[config.mk]
export PLATFORM = sky130hd
export DESIGN_NAME = hilo_md_ctrl
export DESIGN_NICKNAME = d
export VERILOG_FILES = /design/src/rtl/hilo_md_ctrl.sv
export SDC_FILE = /design/constraint.sdc
export NUM_CORES = 1
export LEC_CHECK = 0
export CELL_PAD_IN_SITES_DETAIL_PLACEMENT = 0
export CELL_PAD_IN_SITES_GLOBAL_PLACEMENT = 1
export CORE_AREA = 2 2 202 154
export CTS_BUF_LIST = sky130_fd_sc_hd__clkbuf_16
export CTS_CLUSTER_DIAMETER = 40
export DETAILED_ROUTE_END_ITERATION = 7
export DIE_AREA = 0 0 204 156
export GPL_ROUTABILITY_DRIVEN = 0
export PLACE_DENSITY_LB_ADDON = 0.1
export SYNTH_ARGS = -nofsm -noshare
export SYNTH_HDL_FRONTEND = slang
export SYNTH_SLANG_ARGS = --single-unit
[constraint.sdc]
create_clock -name clk -period 2.79 [get_ports clk]
set_clock_uncertainty 0.15 [all_clocks]
set_input_delay 0.558 -clock clk [delete_from_list [all_inputs] [get_ports clk]]
set_output_delay 0.558 -clock clk [all_outputs]
set_load 0.005 [all_outputs]
[src/rtl/hilo_md_ctrl.sv]
// hilo_md_ctrl: sequences the EX-stage multiplier and iterative divider, holding the pipeline
// until the result exists and presenting the HI/LO (or mul GPR) write for the completion cycle.
module hilo_md_ctrl #(
    parameter int MUL_LAT = 2
) (
    input  logic        clk,
    input  logic        rst,
    input  logic        flush,
    input  logic        stall_hold,
    input  logic        op_valid,
    input  logic [2:0]  op_code,
    input  logic [31:0] src_a,
    input  logic [31:0] src_b,
    output logic        mul_signed,
    output logic [31:0] mul_ina,
    output logic [31:0] mul_inb,
    input  logic [63:0] mul_result,
    output logic        div_start,
    output logic        div_signed,
    output logic [31:0] div_opa,
    output logic [31:0] div_opb,
    output logic        div_annul,
    input  logic        div_ready,
    input  logic [63:0] div_result,
    output logic        stallreq,
    output logic        hi_we,
    output logic        lo_we,
    output logic [31:0] hi_wdata,
    output logic [31:0] lo_wdata,
    output logic [31:0] gpr_wdata,
    output logic        busy
);
    typedef enum logic [1:0] {IDLE, MUL_WAIT, DIV_WAIT, DONE} state_t;

    state_t      state;
    logic [3:0]  cnt;
    logic [2:0]  op_q;
    logic [31:0] a_q, b_q;
    logic [63:0] res;
    logic        idle, legal, take, done;
    logic [2:0]  cur_op;

    assign idle   = state == IDLE && !rst;
    assign legal  = op_code >= 3'd1 && op_code <= 3'd5;
    assign take   = idle && op_valid && legal && !flush;
    assign done   = state == DONE && !flush;
    // The multiplier starts on the raw EX operands in the accept cycle, then runs on the latched copy.
    assign cur_op = idle ? op_code : op_q;

    assign mul_signed = cur_op == 3'd1 || cur_op == 3'd5;
    assign mul_ina    = idle ? src_a : a_q;
    assign mul_inb    = idle ? src_b : b_q;
    assign div_start  = state == DIV_WAIT && !div_ready && !flush;
    assign div_signed = op_q == 3'd3;
    assign div_opa    = a_q;
    assign div_opb    = b_q;
    assign div_annul  = state == DIV_WAIT && flush;
    assign stallreq   = !flush && (take || state == MUL_WAIT || state == DIV_WAIT);
    assign hi_we      = done && op_q != 3'd5;
    assign lo_we      = done && op_q != 3'd5;
    assign hi_wdata   = res[63:32];
    assign lo_wdata   = res[31:0];
    assign gpr_wdata  = done && op_q == 3'd5 ? res[31:0] : '0;
    assign busy       = state != IDLE;

    always_ff @(posedge clk) begin
        if (rst) begin
            state <= IDLE;
            cnt   <= '0;
            op_q  <= '0;
            a_q   <= '0;
            b_q   <= '0;
            res   <= '0;
        end else if (flush) begin
            state <= IDLE;
        end else begin
            case (state)
                IDLE: if (take) begin
                    op_q <= op_code;
                    a_q  <= src_a;
                    b_q  <= src_b;
                    // Divide by zero never reaches the divider; its architectural result is formed here.
                    if (op_code == 3'd3 || op_code == 3'd4) begin
                        if (src_b == '0) begin
                            state <= DONE;
                            res   <= {src_a, 32'hFFFF_FFFF};
                        end else begin
                            state <= DIV_WAIT;
                        end
                    end else begin
                        state <= MUL_WAIT;
                        cnt   <= 4'(MUL_LAT - 1);
                    end
                end
                MUL_WAIT: if (cnt == '0) begin
                    res   <= mul_result;
                    state <= DONE;
                end else begin
                    cnt <= cnt - 4'd1;
                end
                DIV_WAIT: if (div_ready) begin
                    res   <= div_result;
                    state <= DONE;
                end
                DONE: if (!stall_hold) state <= IDLE;
                default: state <= IDLE;
            endcase
        end
    end
endmodule
==> impl_metrics.ini <==
[timing]
hold_violations = 0
fin_crit_ns = 2.83
post-route-period-util_pct = 101
drv_slew = 0
rsz0062_at_grt = true
max_slew_margin_pct = 38.7
worst_pin_slew_ns = 0.919
setup_slack_ns = -0.0385
max_freq_ghz = 0.354
setup_viol = 22

[detailed_routing]
wl_per_cell_um = 18.2
drcViolationCount = 0
viasPerCell = 4.57
ant_nets = 0
drt_pre_antenna_iters = 5
drt_first_iter_violations = 369
via_count = 8551
drt_wl_total_um = 34100

[critical_path]
cpPeakStageDelay_ns = 0.52
crit_path_end_kind = output pin
worstReg2RegStart = state[0]
regToRegEndpoint = res[1]
cp_slowest_cell = clkdlybuf4s50_1
r2r_slack_ns = 0.46
cp_cell_sequence = inv_2 > ha_4 > inv_1 > nor2_4 > buf_12 > buf_12 > nand2_1 > nand2_1 > clkdlybuf4s50_1
crit_arrival_ns = 2.12
crit_fanout = 23
cp-start-kind = flip-flop
path_buf_inv = 5
path_class = reg2out
ff2ff_path_depth = 9
worst_ep_required_time_ns = 2.08
cp_top_family = buffers and inverters

[power_and_ir_drop]
vdd_drop_max_mv = 0.381
p_total_mw = 5.42
leakage_nw = 5.73
power_density_nw_per_um2 = 401

[finish]
fillers = 3071
fin_util_pct = 45.3
regArea_um2 = 2750
stdcell_count = 1872
area_growth_syn_to_layout_pct = 76.1
multi_input_area_um2 = 4640
final_nets = 1668
drive_gt1_share_pct = 10.2

[grt]
grt_pass1_wl_um = 50500
grtUsageTotal_pct = 20.7
grt-ovfl-total = 0
grt_pass1_vias = 8294
antenna_found_initial = 1
grt_max_degree = 93

[min_path]
min_to = div_opa[28]
hp-start = div_opa[28]
whs_path_depth = 2
holdCritPathClass = reg2reg

[clock_network]
cts_buffers = 17
cts_tree = yes
cts_sinks = 137
clk_pin_slew_ns = 0.06
htreeDepth = 4
clock_latency_ns = 0.42
cts_buffer_depth = 2
cts_hold_buffers = 0
cts-root-buf = clkbuf_16

[floorplan]
die_h_um = 156
row_count = 55
initial_core_util_pct = 25.7
io_pins = 433
core-area_um2 = 29900
dieArea_um2 = 31800
die_w_um = 204

[synth]
syn_area_um2 = 7680
synthTopCellsByArea = dfxtp_1 (36%), nand2_1 (16%), a21oi_1 (6.8%)
syn_nets = 1235
syn_area_per_cell_um2 = 7.49
synth_top_area_share_pct = 35.7
yosysUniqueCellTypes = 39
yosysSeqAreaShare_pct = 35.7
yosys_register_bits = 137
synth_ff_type = dfxtp_1
async_reset_ff_share_pct = 0
yosysTopAreaCell = dfxtp_1
synth_cells = 1026
synth_edf_count = 0
yosys_warnings = 0

[run]
drv_cap = 0

[placement]
dpl.cell_count = 1828
io_buffers = 432
dp_hpwl_um = 24600
post-place-ws_ns = -0.225

[run_status]
violations = setup timing
outcome = finished with violations
==> per-stage QoR <==
step	setup TNS (ns)	area [um2]	hold slack, ns
final	-0.416	13500	0.320
after detailed placement	-12.96	12800	0.312
after global placement	-12.78	12800	0.306
after floorplan	0	7680	0.295
after CTS	-0.926	13500	0.321
after global routing	-3.11	13500	0.341
==> synthesized netlist by cell type, types with 2 or more instances <==
| cell | instances |
|---|---|
| a211o_1 | 33 |
| a21oi_1 | 105 |
| a22oi_1 | 64 |
| and2_1 | 33 |
| buf_1 | 5 |
| buf_2 | 5 |
| buf_4 | 4 |
| buf_6 | 4 |
| clkbuf_1 | 70 |
| dfxtp_1 | 137 |
| ha_1 | 8 |
| inv_1 | 5 |
| mux2_2 | 5 |
| mux2_4 | 28 |
| mux2i_1 | 33 |
| nand2_1 | 335 |
| nand2b_1 | 38 |
| nand3_1 | 3 |
| nand4_1 | 4 |
| nor2_1 | 45 |
| nor2b_1 | 33 |
| nor3_1 | 4 |
| nor4_1 | 8 |
| xor2_1 | 2 |
==> cells in the final DEF (no fill, tap or decap), types with 6 or more instances in the layout <==
cell / instances
a21oi_1: 105
a22oi_1: 64
clkdlybuf4s50_1: 358
buf_12: 14
a211o_1: 32
clkbuf_16: 17
mux2_4: 28
nor4_1: 8
mux2i_1: 33
nor2b_1: 32
inv_1: 6
and2_1: 33
nand2_1: 335
dlygate4sd2_1: 67
buf_4: 48
nand2b_1: 36
nor2_1: 43
dfxtp_1: 135
==> flip-flops by register name (all words and copies together) (netlist names) <==
signal   count
cnt          4
state        2
op_q         3
div_opb     32
res         64
div_opa     32
==> power by group <==
part / switching, mW / leakage [nW] / internal, mW
Combinational: 0.444 / 4.33 / 0.618
Sequential: 0.0367 / 1.11 / 2.00
Clock: 0.927 / 0.294 / 1.39
Total: 1.41 / 5.73 / 4.02
==> how the worst max path moves through the flow <==
stage,start,end,slack [ns],depth (start not counted)
2_1_floorplan,flush,stallreq,0.46,5
3_3_place_gp,src_b[23],res[6],-0.16,8
3_5_place_dp,flush,stallreq,-0.23,5
4_1_cts,state[0],mul_ina[9],-0.06,9
5_1_grt,state[0],mul_ina[2],-0.14,9
6_report,state[0],mul_inb[30],-0.04,9
==> per-layer routing <==
layer,wire length [um],share of wire (%),global-route usage (%),up-vias
li1,-,-,-,4310
met1,15200,45,26.1,3985
met2,16300,48,35.0,239
met3,2230,6.6,5.81,17
met4,296,0.87,4.83,0
met5,0,0,0,-
==> cells by family after synthesis <==
logic type	share of synthesized area (%)
DFF	35.7
and+or+nand+nor	29.3
AOI/OAI and AO/OA	17.8
buffers and inverters	5.21
xor gates and xnor gates	0.228
adders and majority gates	1.30
muxes	10.5
==> what timing repair did <==
item	in CTS	in global routing
setup buffers	9	0
pin swaps	2	1
resized for setup	89	6
gates cloned	3	0
endpoints found under the setup margin	99	39
endpoints found under the hold margin	0	0
==> worst min-delay path, delay by kind of cell (launching register included) <==
family	cells	cell delay [ns]
flip-flops	1	0.32
AND/OR/NAND/NOR	1	0.05
AO/OA/AOI/OAI	1	0.05
==> area by class of cell <==
class	instances	share of cell area [%]
antenna	1	0.0185
clock buffer	17	3.14
clock inverter	15	1.18
inverter	5	0.139
multi-input combinational	796	34.3
sequential	137	20.3
tap	399	3.69
timing repair buffer	502	37.2
(Power assumes the default switching activity.)
